==> config.mk <==
export PLATFORM = sky130hd
export DESIGN_NAME = sockit_spi_fifo
export DESIGN_NICKNAME = d
export VERILOG_FILES = /design/src/rtl/sockit_spi_pkg.sv /design/src/rtl/sockit_spi_fifo_oreg.sv /design/src/rtl/sockit_spi_fifo.sv
export SDC_FILE = /design/constraint.sdc
export NUM_CORES = 1
export LEC_CHECK = 0
export ABC_AREA = 1
export BUFFER_PORTS_ARGS = -buffer_cell sky130_fd_sc_hd__clkbuf_2
export CAP_MARGIN = 20
export CORE_MARGIN = 4
export CORE_UTILIZATION = 30
export CTS_CLUSTER_DIAMETER = 60
export DETAILED_ROUTE_END_ITERATION = 8
export GPL_ROUTABILITY_DRIVEN = 0
export GPL_TIMING_DRIVEN = 0
export HOLD_SLACK_MARGIN = 0.15
export SLEW_MARGIN = 30
export SYNTH_ARGS = -nofsm -noshare
export SYNTH_HDL_FRONTEND = slang
export SYNTH_SLANG_ARGS = --single-unit
==> constraint.sdc <==
create_clock -name clk -period 5.37 [get_ports clk]
set_clock_uncertainty 0.2 [all_clocks]
set_input_delay 0.8055 -clock clk [delete_from_list [all_inputs] [get_ports clk]]
set_output_delay 0.8055 -clock clk [all_outputs]
set_load 0.1 [all_outputs]
==> src/rtl/sockit_spi_pkg.sv <==
// Shared helpers for the SPI master FIFOs.
// Pointer wrap, level width and gray-code conversion.
package sockit_spi_pkg;

  function automatic int unsigned ptr_inc(
    input int unsigned ptr,
    input int unsigned dep
  );
    return (ptr == dep - 32'd1) ? 32'd0 : ptr + 32'd1;
  endfunction

  function automatic int unsigned lvl_width(
    input int unsigned dep,
    input int unsigned oreg
  );
    return $clog2(dep + oreg + 1);
  endfunction

  function automatic logic [31:0] bin2gray(
    input logic [31:0] b
  );
    return b ^ (b >> 1);
  endfunction

  function automatic logic [31:0] gray2bin(
    input logic [31:0] g
  );
    logic [31:0] b;
    b[31] = g[31];
    for (int i = 30; i >= 0; i--)
      b[i] = b[i+1] ^ g[i];
    return b;
  endfunction

endpackage

==> src/rtl/sockit_spi_fifo_oreg.sv <==
// Single-entry valid/ready output register.
// Load wins over pop; clear wins over both.
module sockit_spi_fifo_oreg #(
  parameter int DW = 8
)(
  input  logic          clk,
  input  logic          rst,
  input  logic          i_clr,
  input  logic          i_ld,
  input  logic [DW-1:0] i_dat,
  input  logic          i_pop,
  output logic          o_vld,
  output logic [DW-1:0] o_dat
);

  logic          r_vld;
  logic [DW-1:0] r_dat;

  // occupancy flag of the single entry
  always_ff @(posedge clk or negedge rst) begin
    if (!rst)       r_vld <= 1'b0;
    else if (i_clr) r_vld <= 1'b0;
    else if (i_ld)  r_vld <= 1'b1;
    else if (i_pop) r_vld <= 1'b0;
  end

  // capture the head word from memory
  always_ff @(posedge clk or negedge rst) begin
    if (!rst)                r_dat <= '0;
    else if (i_ld && !i_clr) r_dat <= i_dat;
  end

  assign o_vld = r_vld;
  assign o_dat = r_dat;

endmodule

==> src/rtl/sockit_spi_fifo.sv <==
// Single-clock handshake FIFO, any depth.
// Level flags registered; optional output stage.
module sockit_spi_fifo
  import sockit_spi_pkg::*;
#(
  parameter  int DW   = 8,
  parameter  int DEP  = 4,
  parameter  int OREG = 0,
  parameter  int AFL  = DEP - 1,
  parameter  int AEM  = 1,
  localparam int LW   = lvl_width(DEP, OREG)
)(
  input  logic          clk,
  input  logic          rst,
  input  logic          clr,
  input  logic          cdi_vld,
  output logic          cdi_rdy,
  input  logic [DW-1:0] cdi_dat,
  output logic          cdo_vld,
  input  logic          cdo_rdy,
  output logic [DW-1:0] cdo_dat,
  output logic [LW-1:0] lvl,
  output logic          afl,
  output logic          aem
);

  localparam int PW = $clog2(DEP);
  localparam int CW = $clog2(DEP + 1);

  logic [DW-1:0] r_mem [DEP];
  logic [PW-1:0] r_wp;
  logic [PW-1:0] r_rp;
  logic [CW-1:0] r_mcnt;
  logic [LW-1:0] r_lvl;
  logic          r_afl;
  logic          r_aem;

  logic          w_push;
  logic          w_pop;
  logic          w_mrd;
  logic [CW-1:0] w_mcnt_n;
  logic [LW-1:0] w_lvl_n;

  assign cdi_rdy = (r_mcnt != CW'(DEP));
  assign w_push  = cdi_vld & cdi_rdy;
  assign w_pop   = cdo_vld & cdo_rdy;

  if (OREG != 0) begin : g_oreg
    assign w_mrd = (!cdo_vld || w_pop)
                && (r_mcnt != '0);
    sockit_spi_fifo_oreg #(
      .DW (DW)
    ) u_oreg (
      .clk   (clk),
      .rst   (rst),
      .i_clr (clr),
      .i_ld  (w_mrd),
      .i_dat (r_mem[r_rp]),
      .i_pop (w_pop),
      .o_vld (cdo_vld),
      .o_dat (cdo_dat)
    );
  end else begin : g_direct
    assign cdo_vld = (r_mcnt != '0);
    assign cdo_dat = r_mem[r_rp];
    assign w_mrd   = w_pop;
  end

  // memory occupancy after this edge
  always_comb begin
    w_mcnt_n = r_mcnt;
    unique case ({w_push, w_mrd})
      2'b10:   w_mcnt_n = r_mcnt + CW'(1);
      2'b01:   w_mcnt_n = r_mcnt - CW'(1);
      default: ;
    endcase
    if (clr) w_mcnt_n = '0;
  end

  // total held words after this edge
  always_comb begin
    w_lvl_n = r_lvl;
    unique case ({w_push, w_pop})
      2'b10:   w_lvl_n = r_lvl + LW'(1);
      2'b01:   w_lvl_n = r_lvl - LW'(1);
      default: ;
    endcase
    if (clr) w_lvl_n = '0;
  end

  // pointers wrap explicitly at DEP-1
  always_ff @(posedge clk or negedge rst) begin
    if (!rst) begin
      r_wp <= '0;
      r_rp <= '0;
    end else if (clr) begin
      r_wp <= '0;
      r_rp <= '0;
    end else begin
      if (w_push)
        r_wp <= PW'(ptr_inc(32'(r_wp), DEP));
      if (w_mrd)
        r_rp <= PW'(ptr_inc(32'(r_rp), DEP));
    end
  end

  // occupancy, level and threshold flags
  always_ff @(posedge clk or negedge rst) begin
    if (!rst) begin
      r_mcnt <= '0;
      r_lvl  <= '0;
      r_afl  <= (AFL <= 0);
      r_aem  <= 1'b1;
    end else begin
      r_mcnt <= w_mcnt_n;
      r_lvl  <= w_lvl_n;
      r_afl  <= (int'(w_lvl_n) >= AFL);
      r_aem  <= (int'(w_lvl_n) <= AEM);
    end
  end

  // storage, not reset
  always_ff @(posedge clk) begin
    if (w_push && !clr)
      r_mem[r_wp] <= cdi_dat;
  end

  assign lvl = r_lvl;
  assign afl = r_afl;
  assign aem = r_aem;

endmodule

======== Word-level counts from Yosys, hierarchy flattened ========
Memory sizes are Yosys's and may differ from the RTL's.
Cells that the tools add are included.
storage, ports and cells
  bits in registers ....................... 12
  RAM bits ................................ 32
  output and inout bits ................... 15
  memories ................................ 1
cells by class
  $add $sub $neg .......................... 6
  $lt $le $gt $ge ......................... 2
  eq/ne operators ......................... 5
  mux-type cells .......................... 12
  bitwise gates (word level) .............. 2
  reductions and logical operators ........ 6
memories
  memory  words  width  rd ports  clocked after Yosys merged registers in  write ports  line                   text
  r_mem   4      8      1         0                                        1            sockit_spi_fifo.sv:30  logic [DW-1:0] r_mem [DEP];
operator list
  kind                                                                   count
  2-bit two-way mux                                                      6
  3-bit case mux with 2 select lines                                     2
  3-bit by 1-bit adder with 3-bit output, second input constant          2
  2-bit == test, second input constant                                   3
  3-bit two-way mux                                                      2
  3-bit nonzero test                                                     2
  3-bit by 1-bit subtractor with 3-bit output, second input constant     2
  2-bit by 1-bit adder with 2-bit output, second input constant          2
  2-bit nonzero test                                                     2
  3-bit by 2-bit >= comparator with 1-bit output, second input constant  1
  3-bit by 1-bit <= comparator with 1-bit output, second input constant  1
  3-bit inequality test, second input constant                           1
  1-bit AND                                                              2
  2-bit by 1-bit == test with 1-bit output, second input constant        1
  1-bit two-way mux                                                      2
  1-bit logical AND                                                      1
  1-bit logical NOT                                                      1

======== Longest topological paths before layout ========
  depth in word-level cells ............... 6
  gate-level depth with buffers ........... 15

======== Worst setup path before layout ========
No wires, ideal clock.
  path type ............................... register to output
  start point ............................. reg r_rp[0]
  end point ............................... out cdo_dat[4]
  arrival ................................. 2.285 ns
  data required time ...................... 4.365 ns
  path slack .............................. 2.079 ns
  stages on the path, launching flop included .. 6
  buffers on the path ..................... 2
  path through ............................ dfrtp_1 -> buf_4 -> inv_2 -> buf_4 -> o21ai_0 -> o22ai_1
on the way
  longest elaborated chain between the ends .. 1
ends and longest elaborated chain
  what                    line                    text
  from (decl)             sockit_spi_fifo.sv:32   logic [PW-1:0] r_rp;
  from (signal assigned)  sockit_spi_fifo.sv:103  r_rp <= PW'(ptr_inc(32'(r_rp), DEP));
  memory 4 x 8 bit        --
  to (decl)               sockit_spi_fifo.sv:21   output logic [DW-1:0] cdo_dat,
Every way passes these cells.

======== Final worst setup path ========
  start point ............................. reg r_rp[1]
  end point ............................... out cdo_dat[3]
Same word-level chain as after synthesis.

==> impl_metrics.py <==
metrics = {
    "cts": {
        "cts_setup_buffers": 0,
        "clock_path_buffers": 2,
        "cts_tree": "done",
        "holdBufCountCts": 0,
        "cts_root_buffer": "clkbuf_8",
        "htree_levels": 2,
        "numCtsBuffers": 5,
        "cts_resized": 0,
        "insertion_delay_ns": 0.30,
        "path_clk_slew_ns": 0.08,
        "clock_sinks": 44,
    },
    "sta": {
        "slew_headroom": 0.455,
        "max_freq_ghz": 0.333,
        "drv_slew": 0,
        "final_hold_viol_count": 0,
        "rsz0062_at_grt": "false",
        "setup_ws_ns": 2.37,
        "tightest_slew_ns": 0.815,
        "period_share": 0.559,
        "whs_ns": 0.183,
        "setup_viol_count_final": 0,
        "setup_tns_ns": 0,
        "min_period_ns": 3.00,
    },
    "power": {
        "leakagePower_nw": 0.992,
        "ir_drop_mv": 0.261,
        "p_per_area_nw_per_um2": 581,
    },
    "finish": {
        "nFillCells": 644,
        "syn_to_final_growth_pct": 17.4,
        "fin_util": 0.365,
        "final_cell_mix": "32 x edfxtp_1, 28 x clkbuf_2, 26 x nor2_1",
        "multi_input_area_um2": 617,
        "drive_above_1_share": 0.237,
        "fin_nets": 237,
        "layout_commonest_cell": "edfxtp_1",
        "seqCellArea_um2": 1260,
        "antenna_cells": 0,
    },
    "yosys": {
        "syn_area_per_cell_um2": 11.0,
        "yosysUniqueCellTypes": 25,
        "yosysTopAreaCell": "edfxtp_1",
        "synthFlopType": "edfxtp_1",
        "yosysSeqAreaShare": 0.635,
        "synth.net_count": 203,
        "synth_edf_count": 32,
        "postSynthCellCount": 180,
        "synth_top_area_frac": 0.484,
        "synth-seq-cells": 44,
        "synthArstFlopShare": 0.273,
        "yosys-top-cells-area": "edfxtp_1 48%, dfrtp_1 14%, ha_1 6.3%",
        "synth_area_um2": 1990,
        "yosysWarnings": 0,
    },
    "critical_path": {
        "path_delay_family": "buffers and inverters",
        "reg2reg_from": "r_mcnt[2]",
        "cp_max_fo": 10,
        "setup.worst_path.start_class": "flop",
        "path_cells": "clkbuf_1, inv_1, o21ai_0, o22ai_1, clkbuf_2",
        "endpoint": "cdo_dat[3]",
        "cp_slowest_cell": "clkbuf_2",
        "rr_worst_depth": 12,
        "r2r_end": "afl",
        "setup.worst_path.end_class": "primary output",
        "cp.required_ns": 4.36,
        "crit_type": "reg2out",
        "startpoint": "r_rp[1]",
        "ff2ff_setup_slack_ns": 3.10,
        "cp_slowest_stage_delay_ns": 0.50,
        "worst-path-stages": 5,
        "crit_buf_inv": 3,
        "cp.arrival_ns": 1.99,
    },
    "detailed_routing": {
        "drc_errors": 0,
        "dr_wl_met2_um": 1840,
        "routed.top_layer": "met4",
        "met1Wirelength_um": 1630,
        "dr_wl_met3_um": 120,
        "drt-vias-per-instance": 4.46,
        "wl_um": 3680,
        "dr.pass1.iters": 4,
        "drtAntennaViolNets": 0,
        "drt_iter0_drc": 69,
        "avgRoutedWirePerCell_um": 12.6,
        "vias": 1303,
    },
    "floorplan": {
        "die_x_um": 89.4,
        "pin_count": 28,
        "die_y_um": 89.4,
        "rows": 29,
        "die-area_um2": 7990,
        "start_util": 0.311,
        "core_area_um2": 6390,
    },
    "global_routing": {
        "grt_usage": 0.103,
        "grt_max_degree": 16,
        "grt_pass1_wl_um": 6080,
        "overflow": 0,
        "antenna_found_initial": 0,
        "grt_pass1_vias": 1301,
    },
    "place": {
        "place_ws_ns": 2.68,
        "place_hpwl_um": 2600,
        "io_buffers": 27,
    },
    "run": {
        "max-cap-violations": 0,
    },
    "status": {
        "outcome": "finished, final reports clean",
    },
    "worst_hold_path": {
        "hold_path_class": "in2async",
    },
}
-- worst min-delay path by stage --
stage                      start  endpoint  slack, ns  cells past startpoint
after global placement    lvl[0]    lvl[0]       0.33                      1
after CTS                    rst    lvl[1]       0.19                      1
final                        rst    lvl[2]       0.18                      1
after floorplan              rst       afl       0.31                      0
after global routing         rst    lvl[2]       0.20                      1
after detailed placement  lvl[0]    lvl[0]       0.32                      1
-- worst register-to-register path: cells and delay by family, from the launching register on --
family	cells	cell delay, ns
buf+inv	3	0.36
compound gates	1	0.15
flops	1	0.41
fa+ha+maj	2	0.44
simple gates	5	0.42
xor+xnor	1	0.18
-- routing by layer --
layer | global-route usage | vias to the layer above
met5 | 0 | -
met4 | 0.0528 | 0
met3 | 0.0286 | 6
met2 | 0.172 | 20
met1 | 0.122 | 599
li1 | - | 678
-- flip-flops by register name (all words and copies together) (netlist names) --
name    count
aem         1
afl         1
lvl         3
r_mcnt      3
r_mem      32
r_rp        2
r_wp        2
-- cell type report --
cell class,count,area share
plain buffers,5,0.0123
multi-input cells,110,0.264
inverters,21,0.0338
well taps,77,0.0413
repair buffers,27,0.0579
flip-flops and latches,44,0.541
clock inverters,3,0.0198
clock buffers,5,0.0295
-- cells in the mapped netlist, types with 2 or more instances --
cell type / instances
a21oi_1: 6
buf_4: 2
dfrtp_1: 11
edfxtp_1: 32
ha_1: 10
inv_1: 18
inv_2: 3
nand2_1: 23
nand3_1: 3
nand3_2: 2
nor2_1: 26
o21ai_0: 23
o22ai_1: 8
xor2_1: 2
-- kinds of logic (layout without fill, tap and decap cells) --
group	count (synthesis)	after routing	synth area share
buf+inv	26	61	0.0541
xor+xnor	2	2	0.00882
simple gates	58	58	0.128
compound gates	40	40	0.111
fa+ha+maj	10	10	0.0630
flops	44	44	0.635
-- where the power goes --
| part | switching [mW] | internal [mW] | total [mW] |
|---|---|---|---|
| Clock | 0.117 | 0.140 | 0.257 |
| Sequential | 0.0262 | 0.413 | 0.439 |
| Combinational | 0.539 | 0.122 | 0.661 |
| Total | 0.682 | 0.674 | 1.36 |
-- stage by stage --
stage,power [mW],std cells,instance area [µm²]
6_report,1.36,292,2330
5_1_grt,1.43,292,2330
4_1_cts,1.37,292,2330
3_5_place_dp,1.11,284,2220
3_3_place_gp,1.11,284,2220
2_1_floorplan,1.00,180,1990
No activity file was read; power rests on OpenSTA's default activity.
